==> src/rtl/sync_fifo.sv <==
// sync_fifo: parametrised single-clock FIFO with occupancy count,
// programmable almost-full/almost-empty flags and overflow/underflow pulses.
// Pointers carry one extra wrap bit so all DEPTH entries are usable.
// Optional first-word-fall-through output: define SYNC_FIFO_FWFT_EN.
// Without it, reads are registered (dout updates one edge after the read).
module sync_fifo #(
    parameter int DEPTH    = 4,
    parameter int WIDTH    = 69,
    parameter int AF_LEVEL = DEPTH - 1,
    parameter int AE_LEVEL = 1
) (
    input  logic                       clk,
    input  logic                       rst_n,
    input  logic                       wen,
    input  logic [WIDTH-1:0]           din,
    input  logic                       ren,
    output logic [WIDTH-1:0]           dout,
    output logic                       dout_valid,
    output logic                       full,
    output logic                       empty,
    output logic                       almost_full,
    output logic                       almost_empty,
    output logic [$clog2(DEPTH):0]     count,
    output logic                       overflow,
    output logic                       underflow
);

    localparam int AW = $clog2(DEPTH);
    localparam int PW = AW + 1;
    localparam logic [PW-1:0] AF_THR  = PW'(AF_LEVEL);
    localparam logic [PW-1:0] AE_THR  = PW'(AE_LEVEL);
    localparam logic [PW-1:0] PTR_ONE = PW'(1);

    logic [WIDTH-1:0] mem_q [DEPTH];

    logic [PW-1:0] wr_ptr_q, wr_ptr_d;
    logic [PW-1:0] rd_ptr_q, rd_ptr_d;
    logic          overflow_q, overflow_d;
    logic          underflow_q, underflow_d;
    logic          rd_acc, wr_acc;
    logic [AW-1:0] wr_idx, rd_idx;

    // Status derived purely from the registered pointers.
    always_comb begin
        wr_idx       = wr_ptr_q[AW-1:0];
        rd_idx       = rd_ptr_q[AW-1:0];
        empty        = (wr_ptr_q == rd_ptr_q);
        full         = (wr_idx == rd_idx) && (wr_ptr_q[AW] != rd_ptr_q[AW]);
        count        = wr_ptr_q - rd_ptr_q;
        almost_full  = (count >= AF_THR);
        almost_empty = (count <= AE_THR);
    end

    // Accept logic, pointer advance and refused-request pulses.
    // A write while full is still accepted when a read frees a slot the same edge.
    always_comb begin
        rd_acc      = ren & ~empty;
        wr_acc      = wen & (~full | rd_acc);
        wr_ptr_d    = wr_ptr_q;
        rd_ptr_d    = rd_ptr_q;
        if (wr_acc) wr_ptr_d = wr_ptr_q + PTR_ONE;
        if (rd_acc) rd_ptr_d = rd_ptr_q + PTR_ONE;
        overflow_d  = wen & ~wr_acc;
        underflow_d = ren & empty;
    end

    // Pointer and pulse registers.
    always_ff @(posedge clk or negedge rst_n) begin
        if (!rst_n) begin
            wr_ptr_q    <= '0;
            rd_ptr_q    <= '0;
            overflow_q  <= 1'b0;
            underflow_q <= 1'b0;
        end else begin
            wr_ptr_q    <= wr_ptr_d;
            rd_ptr_q    <= rd_ptr_d;
            overflow_q  <= overflow_d;
            underflow_q <= underflow_d;
        end
    end

    // Storage array; deliberately not reset.
    always_ff @(posedge clk) begin
        if (wr_acc) mem_q[wr_idx] <= din;
    end

    assign overflow  = overflow_q;
    assign underflow = underflow_q;

`ifdef SYNC_FIFO_FWFT_EN

    // Head word is presented combinationally; ren pops it.
    always_comb begin
        dout       = mem_q[rd_idx];
        dout_valid = ~empty;
    end

`else

    logic [WIDTH-1:0] dout_q, dout_d;
    logic             dout_valid_q, dout_valid_d;

    // Registered read: load on an accepted read, otherwise hold.
    always_comb begin
        dout_d       = dout_q;
        dout_valid_d = rd_acc;
        if (rd_acc) dout_d = mem_q[rd_idx];
    end

    // Read data register.
    always_ff @(posedge clk or negedge rst_n) begin
        if (!rst_n) begin
            dout_q       <= '0;
            dout_valid_q <= 1'b0;
        end else begin
            dout_q       <= dout_d;
            dout_valid_q <= dout_valid_d;
        end
    end

    assign dout       = dout_q;
    assign dout_valid = dout_valid_q;

`endif

endmodule

==> config.mk <==
export PLATFORM = sky130hd
export DESIGN_NAME = sync_fifo
export DESIGN_NICKNAME = d
export VERILOG_FILES = /design/src/rtl/sync_fifo.sv
export SDC_FILE = /design/constraint.sdc
export NUM_CORES = 1
export LEC_CHECK = 0
export CAP_MARGIN = 40
export CORE_ASPECT_RATIO = 0.9
export CORE_MARGIN = 3
export CORE_UTILIZATION = 55
export CTS_BUF_LIST = sky130_fd_sc_hd__clkbuf_4
export DETAILED_ROUTE_END_ITERATION = 10
export GPL_TIMING_DRIVEN = 0
export PLACE_DENSITY = 0.78
export SETUP_SLACK_MARGIN = 0.02
export SYNTH_ARGS = -nofsm -noshare
export SYNTH_HDL_FRONTEND = slang
export SYNTH_SLANG_ARGS = --single-unit
==> constraint.sdc <==
create_clock -name clk -period 4.9 [get_ports clk]
set_clock_uncertainty 0.05 [all_clocks]
set_input_delay 0.49 -clock clk [delete_from_list [all_inputs] [get_ports clk]]
set_output_delay 0.49 -clock clk [all_outputs]
set_load 0.03 [all_outputs]
Word level (Yosys, flattened, before mapping)
Memories as Yosys holds them, arrays and structs flattened. A register that Yosys moved wholly into a read port is not among the register bits.
Index checks and enable logic that the tools add are counted.
{"block": "word_totals", "reg_bits": 9, "ram_bits": 276, "inputBits": 73, "output_inout_bits": 79, "elab_cells": 26, "n_memories": 1}
{"block": "op_classes", "addsub": 3, "n_lt_le_gt_ge": 2, "eq_ne": 3, "muxes": 2, "bitwise_logic": 8, "n_reduce_logical": 2}
{"memory": "mem_q", "depth": 4, "width": 69, "rd": 1, "rd_clocked_by_memory_dff": 1, "wr": 1, "line_no": "34", "source": "logic [WIDTH-1:0] mem_q [DEPTH];"}
{"op": "$add A3 B1 Y3 const B", "count": 2}
{"op": "$and A1 B1 Y1", "count": 4}
{"op": "$eq A3 B3 Y1", "count": 1}
{"op": "$ge A3 B2 Y1 const B", "count": 1}
{"op": "$le A3 B1 Y1 const B", "count": 1}
{"op": "$not A1 Y1", "count": 3}
{"op": "$sub A3 B3 Y3", "count": 1}
{"op": "$eq A2 B2 Y1", "count": 1}
{"op": "$mux W1", "count": 2}
{"op": "$logic_and A1 B1 Y1", "count": 1}
{"op": "$logic_not A1 Y1", "count": 1}
{"op": "$ne A1 B1 Y1", "count": 1}
{"op": "$or A1 B1 Y1", "count": 1}

Logic depth before layout (Yosys ltp)
Gate-level depths: netlist of the first run.
{"block": "depth", "depth_word": 7, "mapped_depth": 8, "depth_no_buf": 6}

Least setup slack after synthesis of the first run
No wires, ideal clock.
{"block": "synth_path", "kind": "reg-to-reg", "from": "reg rd_ptr_q[1]", "to": "mem mem_q[0][0] (enable)", "setup_ns": 0.435, "arrival_time_ns": 3.318, "required_time_ns": 4.415, "setup_slack_ns": 1.097, "path_stages_with_launch": 8, "path_buffers": 2, "synth_period_minus_slack_ns": 3.803, "cell_sequence": "dfrtp_1 clkbuf_1 clkbuf_1 inv_1 ha_1 nand2_1 or3_1 and3_1"}
{"block": "synth_between", "elab_chain_cells": 7, "elab_cells_between_ends": 10, "cone_classes": "eq/ne: 2; mux: 2; bitwise: 5; reduce/logical: 1"}
{"element": "start, declared", "line_no": "37", "source": "logic [PW-1:0] rd_ptr_q, rd_ptr_d;"}
{"element": "start signal, assigned", "line_no": "76", "source": "rd_ptr_q <= rd_ptr_d;"}
{"element": "$eq A3 B3 Y1 or $eq A2 B2 Y1 (tied branches)", "line_no": "47, 48"}
{"element": "$not A1 Y1 or $logic_and A1 B1 Y1 (tied branches)", "line_no": "57, 48"}
{"element": "$and A1 B1 Y1 or $not A1 Y1 (tied branches)", "line_no": "57, 58"}
{"element": "$or A1 B1 Y1 *", "line_no": "58", "source": "wr_acc = wen & (~full | rd_acc);"}
{"element": "$and A1 B1 Y1 *", "line_no": "58"}
{"element": "$mux W1 *", "line_no": "84", "source": "if (wr_acc) mem_q[wr_idx] <= din;"}
{"element": "$mux W1 (implied by the code) *", "line_no": "84"}
{"element": "end, declared", "line_no": "34"}
Every way passes the cells marked *; elsewhere a longest branch is shown, timed or not.

Final worst setup path of the first run
{"block": "layout_path", "from": "reg rd_ptr_q[1]", "to": "out almost_full"}
{"block": "layout_between", "elab_chain_cells": 2}
{"element": "$sub A3 B3 Y3", "line_no": "49", "source": "count = wr_ptr_q - rd_ptr_q;"}
{"element": "$ge A3 B2 Y1", "line_no": "50", "source": "almost_full = (count >= AF_THR);"}
{"element": "end, declared", "line_no": "21", "source": "output logic almost_full,"}
No other way between the ends.

==> results of run 1 <==
[metal layers]
metal	GRT usage	vias up	wire, um
met4	0.0730	2	482
met2	0.316	212	12400
met1	0.279	3356	10700
met3	0.0581	45	1590
li1	-	2809	-
met5	0	-	11
[logic make-up (layout without fill, tap and decap cells)]
family	after synthesis	count (layout)	share of synthesized area
buffers and inverters	31	349	0.0134
muxes	140	140	0.196
xor gates and xnor gates	7	7	0.00517
and+or+nand+nor	10	10	0.00376
AOI/OAI and AO/OA	5	5	0.00358
adders and majority gates	8	8	0.00809
DFF	354	354	0.770
[final timing paths]
check	from	to	slack, ps	cells past startpoint
max	rd_ptr_q[1]	almost_full	620	7
min	rst_n	dout[34]	330	2
max reg2reg	rd_ptr_q[1]	mem_q[3][11]	920	8
min reg2reg	dout[45]	dout[45]	460	1
max in group asynchronous	rst_n	dout[39]	3800	3
min in group clk	din[20]	mem_q[1][20]	410	1
[power by group through the flow]
stage,clock network (mW),registers (mW),logic (mW)
2_1_floorplan,0,5.04,2.36
3_3_place_gp,0,4.54,4.27
3_5_place_dp,0,4.52,4.44
4_1_cts,2.52,4.47,4.45
5_1_grt,2.70,4.54,4.64
6_report,2.45,4.47,4.37
[worst reg2reg max path, delay by kind of cell, from the launching register on]
| kind | cells | cell delay (ps) |
|---|---|---|
| AOI/OAI and AO/OA | 1 | 790 |
| adders and majority gates | 1 | 320 |
| buffers and inverters | 5 | 1970 |
| DFF | 1 | 350 |
| and+or+nand+nor | 1 | 190 |
[flip-flops by register name (all words and copies together) (netlist names)]
name / cells
underflow: 1
mem_q: 276
overflow: 1
rd_ptr_q: 3
wr_ptr_q: 3
dout: 69
dout_valid: 1
[placed cells by master, fill, tap and decap left out, drive strengths merged, types with 3 or more instances in the layout]
cell type / n
edfxtp: 276
inv: 9
xnor2: 6
nor2: 4
ha: 7
mux4: 69
dfrtp: 78
clkinv: 18
buf: 20
clkdlybuf4s50: 150
clkbuf: 147
mux2: 71
clkinvlp: 3
and3: 3
[area by class of cell]
type / instances / area (um^2) / area share
Sequential cell: 354 / 10200 / 0.620
Multi-Input combinational cell: 170 / 2900 / 0.175
Timing Repair Buffer: 157 / 1660 / 0.100
Clock buffer: 138 / 1040 / 0.0627
Tap cell: 302 / 378 / 0.0229
Buffer: 23 / 148 / 0.00894
Clock inverter: 23 / 126 / 0.00765
Inverter: 8 / 32.5 / 0.00197
[repair_timing]
| action | 4_1_cts | 5_1_grt |
|---|---|---|
| resized for setup | 0 | 0 |
| hold buffers | 1 | 0 |
| endpoints found under the hold margin | 37 | 0 |
[through the flow]
step | cell area, um^2 | util
finish | 16500 | 0.702
global route | 16500 | 0.702
CTS | 16500 | 0.702
detailed placement | 15300 | 0.652
global placement | 15200 | 0.645
floorplan | 13300 | -
==> metrics.cfg, run 1 <==
[worst_setup_path]
critPathTopFamily = buffers and inverters
arrival_ps = 3740
critical_path.slowest_cell = clkdlybuf4s50_1
cp_cell_sequence = clkbuf_1 -> clkbuf_1 -> inv_1 -> fa_1 -> xnor2_1 -> a21o_1 -> clkdlybuf4s50_1
crit_required_ps = 4360
critPathMaxStageDelay_ps = 660
crit_top_cell = clkbuf_1
path_max_fanout = 10
critPathKind = reg2out
crit_buf_inv = 4
start_kind = flip-flop
cp-end-kind = output pin

[route]
drc_errors = 0
dr.pass1.iters = 6
drt_iter0_markers = 421
wl_per_cell_um = 21.5
vias = 6424
drt-vias-per-instance = 5.47
ant_nets = 0
drt-total-wl_um = 25200

[cells_and_area]
fin_cells = 1175
area_growth_pct = 24.2
nNetsFinal = 881
drive_gt1_frac = 0.356
num_antenna_cells = 0
fillers = 1475

[logic_synthesis]
yosysTopAreaCellShare = 0.623
seq_area_frac_synth = 0.770
postSynth.asyncResetShare = 0.220
yosysUniqueCellTypes = 23
yosysWarnings = 0
syn_area_um2 = 13300
ys.flop_type = edfxtp_1
syn_inst = 555
synth_edf_count = 276
ys_ff_latch = 354
avgSynthCellArea_um2 = 24.0
yosysMostFrequentCell = edfxtp_1
synthTopCellsByArea = edfxtp_1, dfrtp_1, mux4_2
synth_common_cells = edfxtp_1, dfrtp_1, mux4_2
yosys.area.top_type = edfxtp_1
postSynthNetCount = 636

[min_path]
worstHoldPathType = in2async

[clocking]
clock_latency_ps = 670
cts_tree = built
clk_pin_slew_worst_paths_ps = 70
clk_path_buf_depth = 3
htreeDepth = 3
cts-root-buf = clkbuf_4
cts.sinks = 354
cts_buffers = 86
cts_setup_buffers = 0

[pwr]
p_switching_mw = 3.65
power.internal_mw = 7.63
power_frac_comb = 0.387
clock_power_share = 0.217
sw_frac_of_total = 0.323
p_leak_nw = 6.05
fin_total_pwr_mw = 11.3
power.density_nw_per_um2 = 683
seq_power_share = 0.396
irDropWorstVdd_mv = 0.417

[status]
status = finished clean

[global_route]
grt_pass1_wl_um = 40100
overflow = 0
antenna_found_initial = 1
grt_pass1_vias = 7251
globalRouteTotalUtil = 0.202
grt_max_degree = 42

[timing]
tightest_slew_ps = 867
min_period_ps = 4280
fin_crit_sh = 0.873
timing_hold_violations_final = 0
setup-tns-final_ps = 0
relSlewSlack = 0.414
setup-violations-final = 0
drv_slew = 0
rsz0062_at_grt = false
clock.fmax_mhz = 234
worst_slack_ps = 623
timing.hold.ws_ps = 327

[floorplanning]
die_area_um2 = 26100
die_w_um = 170
rows = 53
start_util = 0.565
boundaryPins = 152
core_area_um2 = 23500
die-height_um = 154

[run]
drv_cap = 0

[placement]
place_congestion = 0.716
dp.cells = 1013
dp_hpwl_um = 15500
io_buffers = 151
dp_slack_ps = 925

Note: power is estimated with default switching activity, not from simulation.
==> run 2: changes to the inputs <==
- CORE_UTILIZATION: 55 -> 30
- PLACE_DENSITY: 0.78 -> not set
==> run 2 against run 1 <==
Against the previous run:
- utilization shrank 31 points
- final area rose by 3.3%
- global-route usage shrank 7.6 points
- sequential share of layout area decreased by 2.0 points
- largest power group unchanged
- largest cell class unchanged
==> metrics.cfg, run 2 (synthesis gave the netlist of run 1 again) <==
[worst_setup_path]
reg2reg_to = mem_q[3][65]
crit_top_cell = clkbuf_1
cp_cell_sequence = clkbuf_1 -> clkbuf_1 -> inv_1 -> fa_1 -> xnor2_1 -> a21o_1 -> clkdlybuf4s50_1
crit_buf_inv = 4  ; unchanged
r2r_slack_ps = 850  ; -70 ps
rr_worst_depth = 8  ; unchanged
arrival_ps = 3910  ; +170 ps
reg2reg_from = rd_ptr_q[1]
cp-end-kind = output pin
worstSetupStartpoint = rd_ptr_q[1]
path_max_fanout = 10  ; unchanged
crit_required_ps = 4360  ; about the same
critPathKind = reg2out
critPathMaxStageDelay_ps = 670  ; about the same
critical_path.slowest_cell = clkdlybuf4s50_1
critPathTopFamily = buffers and inverters
start_kind = flip-flop

[pwr]
power.internal_mw = 7.86  ; +3.0%
irDropWorstVdd_mv = 0.354  ; -15%
seq_power_share = 0.383  ; -0.013
power.density_nw_per_um2 = 682  ; -0.20%
p_leak_nw = 6.17  ; +2.0%
p_switching_mw = 3.77  ; +3.4%
sw_frac_of_total = 0.324  ; +0.000767
fin_total_pwr_mw = 11.6  ; +3.1%
power_frac_comb = 0.378  ; -0.009
clock_power_share = 0.240  ; +0.023

[cells_and_area]
final_area_um2 = 17100  ; +3.3%
drive_gt1_frac = 0.375  ; +0.0189
largest_register = mem_q
fin_cells = 1491  ; +27%
final_cell_mix = edfxtp_1, clkbuf_4, clkdlybuf4s50_1
nNetsFinal = 891  ; +1.1%
postLayoutCoreUtil = 0.393  ; -0.308
largest_reg_flops = 276  ; unchanged
final_common_cell = edfxtp_1
area_growth_pct = 28.3

[timing]
worst_slack_ps = 449  ; -174 ps
fin_crit_sh = 0.908  ; +0.0355
relSlewSlack = 0.422  ; +0.00812
tightest_slew_ps = 855  ; -12.0 ps
rsz0062_at_grt = false
drv_slew = 0  ; unchanged
setup-violations-final = 0  ; unchanged
min_period_ps = 4450  ; +174 ps
timing_hold_violations_final = 0  ; unchanged
setup-tns-final_ps = 0  ; unchanged
clock.fmax_mhz = 225  ; -3.9%
timing.hold.ws_ps = 199  ; -128 ps

[floorplanning]
boundaryPins = 152  ; unchanged
die_area_um2 = 46900  ; +80%
start_util = 0.306  ; -0.259
die_w_um = 228  ; +34%
die-height_um = 206  ; +34%
rows = 72  ; +36%
core_area_um2 = 43400  ; +84%

[clocking]
clock_latency_ps = 790  ; +120 ps
htreeDepth = 3  ; unchanged
cts-root-buf = clkbuf_4
clk_path_buf_depth = 3  ; unchanged
cts_tree = built
post_cts_resized = 0  ; unchanged
cts_buffers = 96  ; +12%
clk_pin_slew_worst_paths_ps = 70  ; about the same
cts_setup_buffers = 0  ; unchanged
cts.sinks = 354  ; unchanged

[global_route]
grt_pass1_wl_um = 44000  ; +9.6%
grt_pass1_vias = 7336  ; +1.2%
globalRouteTotalUtil = 0.127  ; -0.0757
antenna_found_initial = 4  ; +3
overflow = 0  ; unchanged
grt_max_degree = 47  ; +12%

[status]
status = finished clean

[route]
vias = 6445  ; +0.33%
drc_errors = 0  ; unchanged
wl_per_cell_um = 19.3  ; -10%
drt-vias-per-instance = 4.32  ; -21%
drt-total-wl_um = 28700  ; +14%
drt_iter0_markers = 271  ; -36%
ant_nets = 0  ; unchanged
dr.pass1.iters = 6  ; unchanged

[placement]
dp_slack_ps = 654  ; -271 ps
place_congestion = 0.668  ; -6.7%
dpl-instance-area_um2 = 15700  ; +2.4%
dp.cells = 1303  ; +29%
dp_hpwl_um = 16700  ; +7.4%
io_buffers = 151  ; unchanged

[run]
drv_cap = 0  ; unchanged

[min_path]
worstHoldPathType = in2async

run 2: changes by cell type in the layout (fill, tap and decap cells not counted), sizes merged:
cell / previous run / this run
bufinv: 1 / 2
clkbuf: 147 / 168
clkinv: 18 / 16
clkinvlp: 3 / 1
diode: 0 / 6
inv: 9 / 11
run 2: area by class of cell:
class                   count  area (um^2)
fillers                  4015        26400
multi-input cells         170         2900
well taps                 592          741
clock buffers             159         1190
repair buffers            157         1660
clock inverters            22          144
flip-flops and latches    354        10200
plain buffers              23          148
inverters                   8         32.5
diodes                      6         15.0
run 2: worst register-to-register path: stages, from the launching register on:
cell	delay (ps)
dfrtp_1	340
clkbuf_1	510
clkbuf_1	580
inv_1	190
ha_1	320
nand2_1	160
o311ai_0	760
inv_4	440
buf_16	330
run 2: how the worst max path moves through the flow:
stage              endpoint  slack [ps]  cells past startpoint
2_1_floorplan   mem_q[0][0]        1100                      7
3_3_place_gp   mem_q[2][16]       -1440                      7
3_5_place_dp   mem_q[3][24]         650                      8
4_1_cts         almost_full          90                      7
5_1_grt         almost_full          10                      7
6_report        almost_full         450                      7
run 2: power by group through the flow:
stage          sequential [mW]  clock, mW  combinational (mW)
5_1_grt                   4.54       3.10                4.71
3_3_place_gp              4.57          0                4.41
4_1_cts                   4.47       2.93                4.53
3_5_place_dp              4.52          0                4.52
2_1_floorplan             5.04          0                2.36
6_report                  4.45       2.79                4.40
run 2: timing repair:
action	CTS	global route
hold buffers	1	0
endpoints found under the hold margin	35	0
setup endpoints to repair	0	0
run 2: layer usage:
layer / GRT usage / up-vias / part of all wire
met5: 0 / - / 0.00094
met4: 0.0514 / 4 / 0.025
met3: 0.0451 / 71 / 0.059
met2: 0.203 / 188 / 0.48
met1: 0.157 / 3337 / 0.43
li1: - / 2845 / -
==> run 3: changes to the inputs <==
- CORE_MARGIN: 3 -> 4
==> run 3 against run 2 <==
Against the previous run:
- wire length is 0.45% lower
- register-to-register slack improved by 80 ps
- worst setup slack better by 24 ps
- largest cell class unchanged
- highest routed layer unchanged
==> metrics.cfg, run 3 (synthesis gave the netlist of run 1 again) <==
[status]
status = finished clean

[clocking]
cts-root-buf = clkbuf_4
clk_pin_slew_worst_paths_ps = 60  ; about the same
cts_buffers = 94  ; -2.1%
cts.sinks = 354  ; unchanged
clock_latency_ps = 760  ; -30 ps
clk_path_buf_depth = 3  ; unchanged
cts_setup_buffers = 0  ; unchanged
htreeDepth = 3  ; unchanged
cts_tree = built

[worst_setup_path]
arrival_ps = 3890  ; -20 ps
crit_top_cell = clkbuf_1
path_max_fanout = 10  ; unchanged
critPathMaxStageDelay_ps = 660  ; about the same
critPathKind = reg2out
critical_path.slowest_cell = clkdlybuf4s50_1
cp-end-kind = output pin
crit_required_ps = 4360  ; about the same
cp_cell_sequence = clkbuf_1 -> clkbuf_1 -> inv_1 -> fa_1 -> xnor2_1 -> a21o_1 -> clkdlybuf4s50_1
crit_buf_inv = 4  ; unchanged
start_kind = flip-flop
critPathTopFamily = buffers and inverters

[floorplanning]
rows = 72  ; unchanged
start_util = 0.306  ; unchanged
die-height_um = 208  ; +0.97%
die_area_um2 = 47800  ; +1.9%
boundaryPins = 152  ; unchanged
core_area_um2 = 43400  ; unchanged
die_w_um = 230  ; +0.88%

[pwr]
power.density_nw_per_um2 = 677  ; -0.71%
p_leak_nw = 6.12  ; -0.83%
irDropWorstVdd_mv = 0.332  ; -6.4%
fin_total_pwr_mw = 11.5  ; -1.2%

[cells_and_area]
largest_reg_flops = 276  ; unchanged
fin_cells = 1484  ; -0.47%
final_area_um2 = 17000  ; -0.48%
final_common_cell = edfxtp_1
drive_gt1_frac = 0.367  ; -0.00791
final_cell_mix = edfxtp_1, clkbuf_4, clkdlybuf4s50_1
area_growth_pct = 27.7
nNetsFinal = 889  ; -0.22%
largest_register = mem_q

[timing]
rsz0062_at_grt = false
worst_slack_ps = 473  ; +24.5 ps
fin_crit_sh = 0.903  ; -0.00499
tightest_slew_ps = 873  ; +17.2 ps
setup-violations-final = 0  ; unchanged
clock.fmax_mhz = 226  ; +0.55%
drv_slew = 0  ; unchanged
min_period_ps = 4430  ; -24.5 ps
timing_hold_violations_final = 0  ; unchanged
relSlewSlack = 0.418  ; -0.00422

[route]
ant_nets = 0  ; unchanged
dr.pass1.iters = 4  ; -2
drt-vias-per-instance = 4.26  ; -1.5%
drt_iter0_markers = 263  ; -3.0%
wl_per_cell_um = 19.3  ; about the same
vias = 6319  ; -2.0%
drc_errors = 0  ; unchanged
drt-total-wl_um = 28600  ; -0.45%

[global_route]
grt_pass1_vias = 6996  ; -4.6%
grt_pass1_wl_um = 43200  ; -1.8%
grt_max_degree = 53  ; +13%
overflow = 0  ; unchanged
globalRouteTotalUtil = 0.121  ; -0.00562
antenna_found_initial = 5  ; +1

[min_path]
worstHoldPathType = in2async

[placement]
dp_slack_ps = 737  ; +83.0 ps
io_buffers = 151  ; unchanged
dpl-instance-area_um2 = 15700  ; unchanged
place_congestion = 0.715  ; +7.1%
dp.cells = 1303  ; unchanged
dp_hpwl_um = 16800  ; +1.1%

[run]
drv_cap = 0  ; unchanged

==> run 3: changes by cell type in the layout (fill, tap and decap cells not counted) <==
cell       delta
clkinv_2      -1
clkbuf_4      -7
bufinv_16     -1
inv_2         -1
clkinv_1      +2
diode_2       +1
==> run 3: layer usage <==
metal	track usage	share of wire
met2	0.184	0.47
met1	0.155	0.44
met5	0	0.0016
met3	0.0519	0.072
met4	0.0446	0.020
==> run 3: per-stage QoR <==
step	TNS (ps)	util	hold WS, ps
final	0	0.391	170
after global routing	0	0.391	66.2
after CTS	0	0.391	81.9
after detailed placement	0	0.362	432
after global placement	-388620	0.358	443
after floorplan	0	-	144
==> run 3: final timing paths <==
kind                              from      endpoint  slack, ps  depth (start not counted)
min                              rst_n      dout[34]        170                          2
max in group asynchronous        rst_n      dout[19]       3970                          3
min reg2reg                   dout[44]      dout[44]        460                          1
max                        rd_ptr_q[1]   almost_full        470                          7
max reg2reg                rd_ptr_q[1]  mem_q[3][20]        930                          8
min in group clk               din[16]  mem_q[2][16]        300                          1
==> run 3: layout make-up <==
cell class,instances,area [um^2]
inverter,8,32.5
fill,4030,26400
tap,592,741
clock buffer,152,1140
buffer,23,148
clock inverter,21,113
antenna,7,17.5
timing repair buffer,157,1660
multi-input combinational,170,2900
sequential,354,10200
==> run 3: repair_timing <==
action	in CTS	in global routing
hold buffers	1	0
hold endpoints to repair	78	0
endpoints found under the setup margin	0	0
resized for setup	0	0
==> run 3: power by group <==
part | internal [mW] | switching [mW] | total (mW)
logic | 2.17 | 2.24 | 4.42
registers | 4.12 | 0.322 | 4.44
clock network | 1.45 | 1.19 | 2.64
total | 7.75 | 3.75 | 11.5
